File: src/rtl/r5p_ifu_pfb.sv
// Instruction fetch unit with a DEPTH-word prefetch queue and 16/32-bit realignment.
// Streams aligned program-bus words and hands one instruction per cycle to decode.
module r5p_ifu_pfb #(
    parameter int unsigned    IAW   = 32,
    parameter int unsigned    IDW   = 32,
    parameter int unsigned    DEPTH = 4,
    parameter bit             CFG_C = 1'b1,
    parameter logic [IAW-1:0] PC0   = '0
)(
    input  logic           clk,
    input  logic           rst_n,
    output logic           if_vld,
    output logic [IAW-1:0] if_adr,
    input  logic [IDW-1:0] if_rdt,
    input  logic           if_rdy,
    output logic           id_vld,
    input  logic           id_rdy,
    output logic [31:0]    id_ins,
    output logic [2:0]     id_siz,
    output logic [IAW-1:0] id_pc,
    input  logic           jmp_vld,
    input  logic [IAW-1:0] jmp_adr
);

    localparam int unsigned HW  = IDW/16;
    localparam int unsigned OFW = $clog2(HW);
    localparam int unsigned BW  = $clog2(IDW/8);
    localparam int unsigned AW  = $clog2(DEPTH);
    localparam int unsigned CW  = AW + OFW + 2;

    // Without the C extension the halfword index only moves in steps of two.
    localparam logic [OFW-1:0] OFF_MSK = {OFW{1'b1}} ^ OFW'(!CFG_C);
    localparam logic [IAW-1:0] PC0_AL  = {PC0[IAW-1:BW], {BW{1'b0}}};
    localparam logic [OFW-1:0] PC0_OFF = PC0[OFW:1] & OFF_MSK;
    localparam logic [IAW-1:0] PC0_PC  = {PC0[IAW-1:2], PC0[1] & CFG_C, 1'b0};

    logic [IDW-1:0] q [DEPTH];
    logic [AW-1:0]  hd, tl;
    logic [AW:0]    cnt;
    logic [OFW-1:0] off;
    logic [IAW-1:0] fptr, pc;
    logic           run, out;

    logic [IAW-1:0] jmp_al, jmp_pc;
    logic [OFW-1:0] jmp_off;
    logic [2*IDW-1:0] win;
    logic [OFW+4:0] lo_b, hi_b;
    logic [15:0]    hw_lo, hw_hi;
    logic           comp, enough, fire_if, fire_id, push, pop;
    logic [CW-1:0]  avail, need;
    logic [OFW:0]   off_nx;
    logic [AW+1:0]  occ;

    assign jmp_al  = {jmp_adr[IAW-1:BW], {BW{1'b0}}};
    assign jmp_off = jmp_adr[OFW:1] & OFF_MSK;
    assign jmp_pc  = {jmp_adr[IAW-1:2], jmp_adr[1] & CFG_C, jmp_adr[0] & 1'b0};

    // Two-word window so a 32-bit instruction may straddle head and head+1.
    assign win   = {q[hd + AW'(1)], q[hd]};
    assign lo_b  = {1'b0, off, 4'b0000};
    assign hi_b  = lo_b + (OFW+5)'(16);
    assign hw_lo = win[lo_b +: 16];
    assign hw_hi = win[hi_b +: 16];

    assign comp   = CFG_C && (hw_lo[1:0] != 2'b11);
    assign avail  = {1'b0, cnt, {OFW{1'b0}}} - CW'(off);
    assign need   = comp ? CW'(1) : CW'(2);
    assign enough = (cnt != '0) && (avail >= need);

    assign id_vld = ~jmp_vld & enough;
    assign id_ins = (cnt == '0) ? 32'h0 : comp ? {16'h0, hw_lo} : {hw_hi, hw_lo};
    assign id_siz = ((cnt != '0) && comp) ? 3'd2 : 3'd4;
    assign id_pc  = pc;

    // A pop in the current cycle is deliberately not credited to the request.
    assign occ    = {1'b0, cnt} + (AW+2)'(out);
    assign if_vld = run & ~jmp_vld & (occ < (AW+2)'(DEPTH));
    assign if_adr = fptr;

    assign fire_if = if_vld & if_rdy;
    assign fire_id = id_vld & id_rdy;
    assign off_nx  = {1'b0, off} + (comp ? (OFW+1)'(1) : (OFW+1)'(2));
    assign push    = out & ~jmp_vld;
    assign pop     = fire_id & off_nx[OFW];

    always_ff @(posedge clk or negedge rst_n) begin
        if (!rst_n) begin
            run  <= 1'b0;
            out  <= 1'b0;
            hd   <= '0;
            tl   <= '0;
            cnt  <= '0;
            off  <= PC0_OFF;
            fptr <= PC0_AL;
            pc   <= PC0_PC;
            for (int i = 0; i < DEPTH; i++) q[i] <= '0;
        end else begin
            run <= 1'b1;
            if (jmp_vld) begin
                out  <= 1'b0;
                hd   <= '0;
                tl   <= '0;
                cnt  <= '0;
                off  <= jmp_off;
                fptr <= jmp_al;
                pc   <= jmp_pc;
            end else begin
                out <= fire_if;
                if (fire_if) fptr <= fptr + IAW'(IDW/8);
                if (push) begin
                    q[tl] <= if_rdt;
                    tl    <= tl + AW'(1);
                end
                if (fire_id) begin
                    off <= off_nx[OFW-1:0];
                    pc  <= pc + {{(IAW-3){1'b0}}, id_siz};
                    if (pop) hd <= hd + AW'(1);
                end
                cnt <= cnt + (AW+1)'(push) - (AW+1)'(pop);
            end
        end
    end

endmodule

File: config.mk
export PLATFORM = sky130hd
export DESIGN_NAME = r5p_ifu_pfb
export DESIGN_NICKNAME = d
export VERILOG_FILES = /design/src/rtl/r5p_ifu_pfb.sv
export SDC_FILE = /design/constraint.sdc
export NUM_CORES = 1
export LEC_CHECK = 0
export BUFFER_PORTS_ARGS = -buffer_cell sky130_fd_sc_hd__buf_2
export CORE_MARGIN = 4
export CORE_UTILIZATION = 40
export DETAILED_ROUTE_END_ITERATION = 12
export GPL_ROUTABILITY_DRIVEN = 0
export PLACE_DENSITY = 0.65
export SYNTH_ARGS = -nofsm -noshare
export SYNTH_HDL_FRONTEND = slang
export SYNTH_SLANG_ARGS = --single-unit
File: constraint.sdc
create_clock -name clk -period 5 [get_ports clk]
set_clock_uncertainty 0.15 [all_clocks]
set_input_delay 0.5 -clock clk [delete_from_list [all_inputs] [get_ports clk]]
set_output_delay 0.5 -clock clk [all_outputs]
set_load 0.01 [all_outputs]
# Word level (Yosys, flattened, before mapping)
# Cells that the tools add are included.
[word_totals]
reg_bits = 202
latch_bits = 0
mem_bits_rw = 0
romBits = 0
output_inout_bits = 101
n_memories = 0
[op_classes]
add_sub_neg = 10
multipliers = 0
div = 0
magnitude_cmp = 6
n_eq_ne = 1
n_shift = 2
muxes = 27
n_bitwise = 11
n_reduce_logical = 11
[op_table]
columns = ["op", "n"]
rows = [
  ["32-bit two-way mux", 11],
  ["32-bit binary-select mux with 2-bit select", 2],
  ["128-bit bitwise mux", 1],
  ["32-bit demux with 2-bit select", 1],
  ["64-bit by 6-bit indexed part select with 16-bit output", 1],
  ["64-bit by 7-bit indexed part select with 16-bit output", 1],
  ["32-bit by 3-bit adder with 32-bit output", 1],
  ["32-bit by 3-bit adder with 32-bit output (second input constant)", 1],
  ["2-bit two-way mux", 7],
  ["3-bit greater-or-equal comparator (second input constant)", 3],
  ["2-bit NOT with 3-bit output", 3],
  ["2-bit nonzero test", 4],
  ["1-bit bitwise AND", 7],
  ["5-bit by 5-bit adder with 6-bit output (second input constant)", 1],
  ["3-bit two-way mux", 2],
  ["5-bit by 2-bit greater-or-equal comparator with 1-bit output", 1],
  ["4-bit by 1-bit subtractor with 5-bit output", 1],
  ["2-bit by 1-bit adder with 2-bit output (second input constant)", 2],
  ["3-bit by 1-bit adder with 4-bit output", 1],
  ["4-bit by 3-bit less-than comparator with 1-bit output (second input constant)", 1],
  ["2-bit AND reduction", 2],
  ["3-bit by 1-bit adder with 3-bit output", 1],
  ["1-bit logical AND", 3],
  ["3-bit zero test", 1],
  ["other kinds (7)", 9],
]

# Logic depth before layout (Yosys ltp)
[logic_depth]
depth_word = 16
depth_mapped = 19

# Worst setup path after synthesis
# Ideal clock, no wire load.
[synth_path]
path_type = "register to register"
startpoint = "register hd[0]"
endpoint = "register cnt[2]"
setup_ns = 0.131
t_arrival_ns = 3.873
required_ns = 4.719
setup_slack_ns = 0.845
stages_incl_launch_ff = 19
path_cell_list = "dfrtp_1 buf_2 mux4_2 mux2_2 nand2_1 ha_1 nand2b_1 a221oi_1 a2bb2oi_2 buf_4 buf_4 nor3_1 ha_1 inv_1 ha_1 inv_1 fa_1 xnor2_1 nor2_1"
[synth_between]
elab_chain_len = 15
[synth_rtl]
columns = ["item", "line", "rtl"]
rows = [
  ["start: declaration", "38", "logic [AW-1:0] hd, tl;"],
  ["start signal: assignment", "117", "if (pop) hd <= hd + AW'(1);"],
  ["2-bit by 1-bit adder with 2-bit output", "59", "assign win = {q[hd + AW'(1)], q[hd]};"],
  ["2-bit NOT with 3-bit output (implied by the code)", "59", ""],
  ["32-bit binary-select mux with 2-bit select", "59", ""],
  ["32-bit two-way mux (implied by the code) (2 in series)", "59", ""],
  ["64-bit by 6-bit indexed part select with 16-bit output (*)", "62", "assign hw_lo = win[lo_b +: 16];"],
  ["2-bit inequality test (*)", "65", "assign comp = CFG_C && (hw_lo[1:0] != 2'b11);"],
  ["2-bit two-way mux", "67, 82", ""],
  ["5-bit by 2-bit greater-or-equal comparator with 1-bit output", "68", "assign enough = (cnt != '0) && (avail >= need);"],
  ["1-bit logical AND", "68", ""],
  ["1-bit bitwise AND", "70", "assign id_vld = ~jmp_vld & enough;"],
  ["1-bit bitwise AND", "81", "assign fire_id = id_vld & id_rdy;"],
  ["1-bit bitwise AND (*)", "84", "assign pop = fire_id & off_nx[OFW];"],
  ["3-bit by 1-bit subtractor with 3-bit output (*)", "119", "cnt <= cnt + (AW+1)'(push) - (AW+1)'(pop);"],
  ["3-bit two-way mux (*)", "99", "if (jmp_vld) begin"],
  ["end signal: assignment", "119", ""],
  ["end: declaration", "39", "logic [AW:0] cnt;"],
]
# Mark *: on every way between the ends. The rest lies on a longest branch, timed or not. The select of a mux whose other input is x is not followed.
# A chain may end at the register's enable or synchronous reset.

# Worst setup path after layout
# Ends and elaborated chain as after synthesis.

==> impl_metrics.yaml <==
sta:
  finalWorstSetupSlack_ns: 0.7859
  whs_ns: 0.1461
  rsz0062_at_grt: "no"
  hold_violations: 0
  fin_crit_ns: 4.214
  worst_pin_slew_ns: 1.082
  setup_viol: 0
  maxSlewViolCount: 0
  finalCritPeriodShare_pct: 84.28
  relSlewSlack_pct: 27.88
  max_freq_mhz: 237.3
  setup-tns-final_ns: 0
final_layout:
  layout_common_cells: "dfrtp_1 (197), buf_2 (163), mux2_2 (132)"
  syn2layout_area_growth_pct: 16.56
  nets: 1176
  final_common_cell: "dfrtp_1"
  layout.cells.non_filler: 1446
  multi_input_area_um2: 5517
  drive_above_1_share_pct: 36.96
  fill_cells: 2419
  ff_latch_area_um2: 4985
routing:
  drc: 0
  wl_um: 27780
  wl_per_cell_um: 19.21
  drtAntennaViolNets: 0
  top_layer: "met5"
  wl_met2_um: 13170
  dr_wl_met3_um: 1610
  dr.pass1.iters: 5
  num_vias: 8299
  drtIter0Drc: 585
  wl_met1_um: 12450
  via_per_inst: 5.739
setup_path:
  end_kind: "flip-flop"
  cp.arrival_ns: 4.40
  critPathRequiredTime_ns: 5.18
  reg2regPathDepth: 15
  critPathKind: "reg -> reg"
  crit_path_start: "hd[0]"
  rr_startpoint: "hd[0]"
  crit_path_max_fanout: 24
  crit_path_start_kind: "flip-flop"
grt:
  grt_usage_pct: 18.67
  grt_overflow: 0
  grt_pass1_wl_um: 45200
  grt_max_degree: 110
  antenna_found_initial: 5
  grt_pass1_vias: 8158
synthesis:
  synth-edff-count: 0
  yosysWarnings: 0
  syn_avg_cell_area_um2: 11.38
  netlist-cell-type-count: 61
  mappedNetlistArea_um2: 10860
  yosys.area.top_type_share_pct: 45.87
  seq_area_frac_synth_pct: 45.87
  synthArstFlopShare_pct: 100.0
  ys_seq_elements: 199
  ys.flop_type: "dfrtp_1"
  synthCells: 954
  synth_area_leaders: "dfrtp_1 (46%), mux2_2 (14%), mux4_2 (9.7%)"
  yosysTopAreaCell: "dfrtp_1"
pwr:
  p_leak_nw: 5.702
  irDropWorstVdd_mv: 0.2599
  finalPower_mw: 4.681
  power_density_nw_per_um2: 369.9
clock_network:
  post_cts_buffers: 0
  htree_num_levels: 4
  cts_tree: "done"
  ctsHoldBuffers: 1
  ctsResizeCount: 0
  cts.sinks: 199
  clock_tree.root_cell: "clkbuf_16"
  cts_buffers: 17
  clock_latency_ns: 0.45
  clk_path_buf_depth: 2
  clkTransAtPathRegs_ns: 0.08
place:
  placed_cells: 1412
  dp_hpwl_um: 18590
  dp_slack_ns: 0.7892
  port_buffers: 164
die:
  core.rowCount: 60
  design.die.area_um2: 29840
  io_pins: 170
  die_y_um: 172.7
  start_util_pct: 40.51
  die_w_um: 172.7
  core_um2: 26800
hold_path:
  hp-class: "in -> reg"
  whs_path_depth: 3
  hp-start: "jmp_adr[26]"
run:
  drv_cap: 0
status:
  status: "finished, final reports clean"
==> critical path: stages (launching register included) <==
cell       delay (ns)
dfrtp_4          0.68
mux4_2           0.58
mux2_2           0.30
nand2_1          0.10
ha_1             0.24
nand2b_1         0.16
a221oi_1         0.52
a2bb2oi_2        0.20
nor3_1           0.06
ha_1             0.29
inv_1            0.05
ha_1             0.13
inv_1            0.05
fa_1             0.38
xnor2_1          0.14
nor2_1           0.05
==> cell families after synthesis <==
kind of cell             after synthesis  synth area share, %
flip-flops                           199                45.87
XOR/XNOR                              21                1.694
AND/OR/NAND/NOR                      292                13.69
AO/OA/AOI/OAI                        150                9.323
other                                  2              0.06917
adder cells (fa/ha/maj)               16                1.982
multiplexers                         184                23.90
buffers and inverters                 90                3.469
==> cell usage after synthesis, types with 4 or more instances <==
| master | number |
|---|---|
| clkbuf_1 | 30 |
| nor3_1 | 20 |
| o311ai_0 | 5 |
| inv_1 | 24 |
| nand2b_1 | 8 |
| and2_1 | 7 |
| a21o_1 | 5 |
| buf_4 | 7 |
| o21ai_0 | 14 |
| nand4_1 | 20 |
| a21boi_0 | 4 |
| mux2_2 | 132 |
| o31ai_1 | 7 |
| nor2b_1 | 5 |
| or2_2 | 4 |
| xor2_1 | 8 |
| o31a_1 | 4 |
| ha_1 | 14 |
| nand2_1 | 98 |
| or4_1 | 11 |
| a221oi_1 | 4 |
| buf_1 | 19 |
| nor4_1 | 9 |
| mux2i_1 | 5 |
| a21oi_1 | 55 |
| buf_2 | 9 |
| and3_1 | 20 |
| nor2_1 | 41 |
| or3_1 | 13 |
| o311a_1 | 4 |
| xnor2_1 | 13 |
| dfrtp_1 | 199 |
| a31oi_1 | 16 |
| a311oi_1 | 4 |
| and4_1 | 6 |
| mux4_2 | 47 |
| nand3_1 | 20 |
| a211oi_1 | 10 |
==> worst paths after layout <==
kind                              endpoint  slack [ns]
worst max-delay path                cnt[2]        0.79
worst min-delay path            if_adr[26]        0.15
worst max register to register      cnt[2]        0.79
worst min register to register       q[52]        0.36
max in group asynchronous            q[90]        3.09
min in group asynchronous       if_adr[17]        0.50
==> metrics by stage <==
stage / utilization, % / cell area (um^2)
final: 47.22 / 12650
after global routing: 47.22 / 12650
after CTS: 47.21 / 12650
after detailed placement: 44.70 / 11980
after global placement: 44.70 / 11980
after floorplan: - / 10870
==> flip-flops by register name, summed over array words and instances (netlist names) <==
| name | flops |
|---|---|
| cnt | 3 |
| hd | 2 |
| id_pc | 31 |
| if_adr | 30 |
| off | 1 |
| out | 1 |
| q | 128 |
| run | 1 |
| tl | 2 |
==> final cells by class <==
| type | instances | area share [%] |
|---|---|---|
| Inverter | 24 | 0.7119 |
| Clock buffer | 17 | 3.362 |
| Tap cell | 341 | 3.372 |
| Antenna cell | 1 | 0.01977 |
| Sequential cell | 199 | 39.39 |
| Multi-Input combinational cell | 668 | 43.59 |
| Timing Repair Buffer | 181 | 7.682 |
| Clock inverter | 15 | 1.869 |
==> routing by layer <==
metal | vias up | GRT usage, %
li1 | 3820 | -
met1 | 4198 | 26.19
met2 | 234 | 29.46
met3 | 39 | 4.023
met4 | 8 | 5.487
met5 | - | 0
==> power by group <==
| group | internal (mW) | switching [mW] |
|---|---|---|
| clock network | 0.733 | 0.806 |
| logic | 0.539 | 0.612 |
| registers | 1.81 | 0.183 |
(Power assumes the default switching activity.)
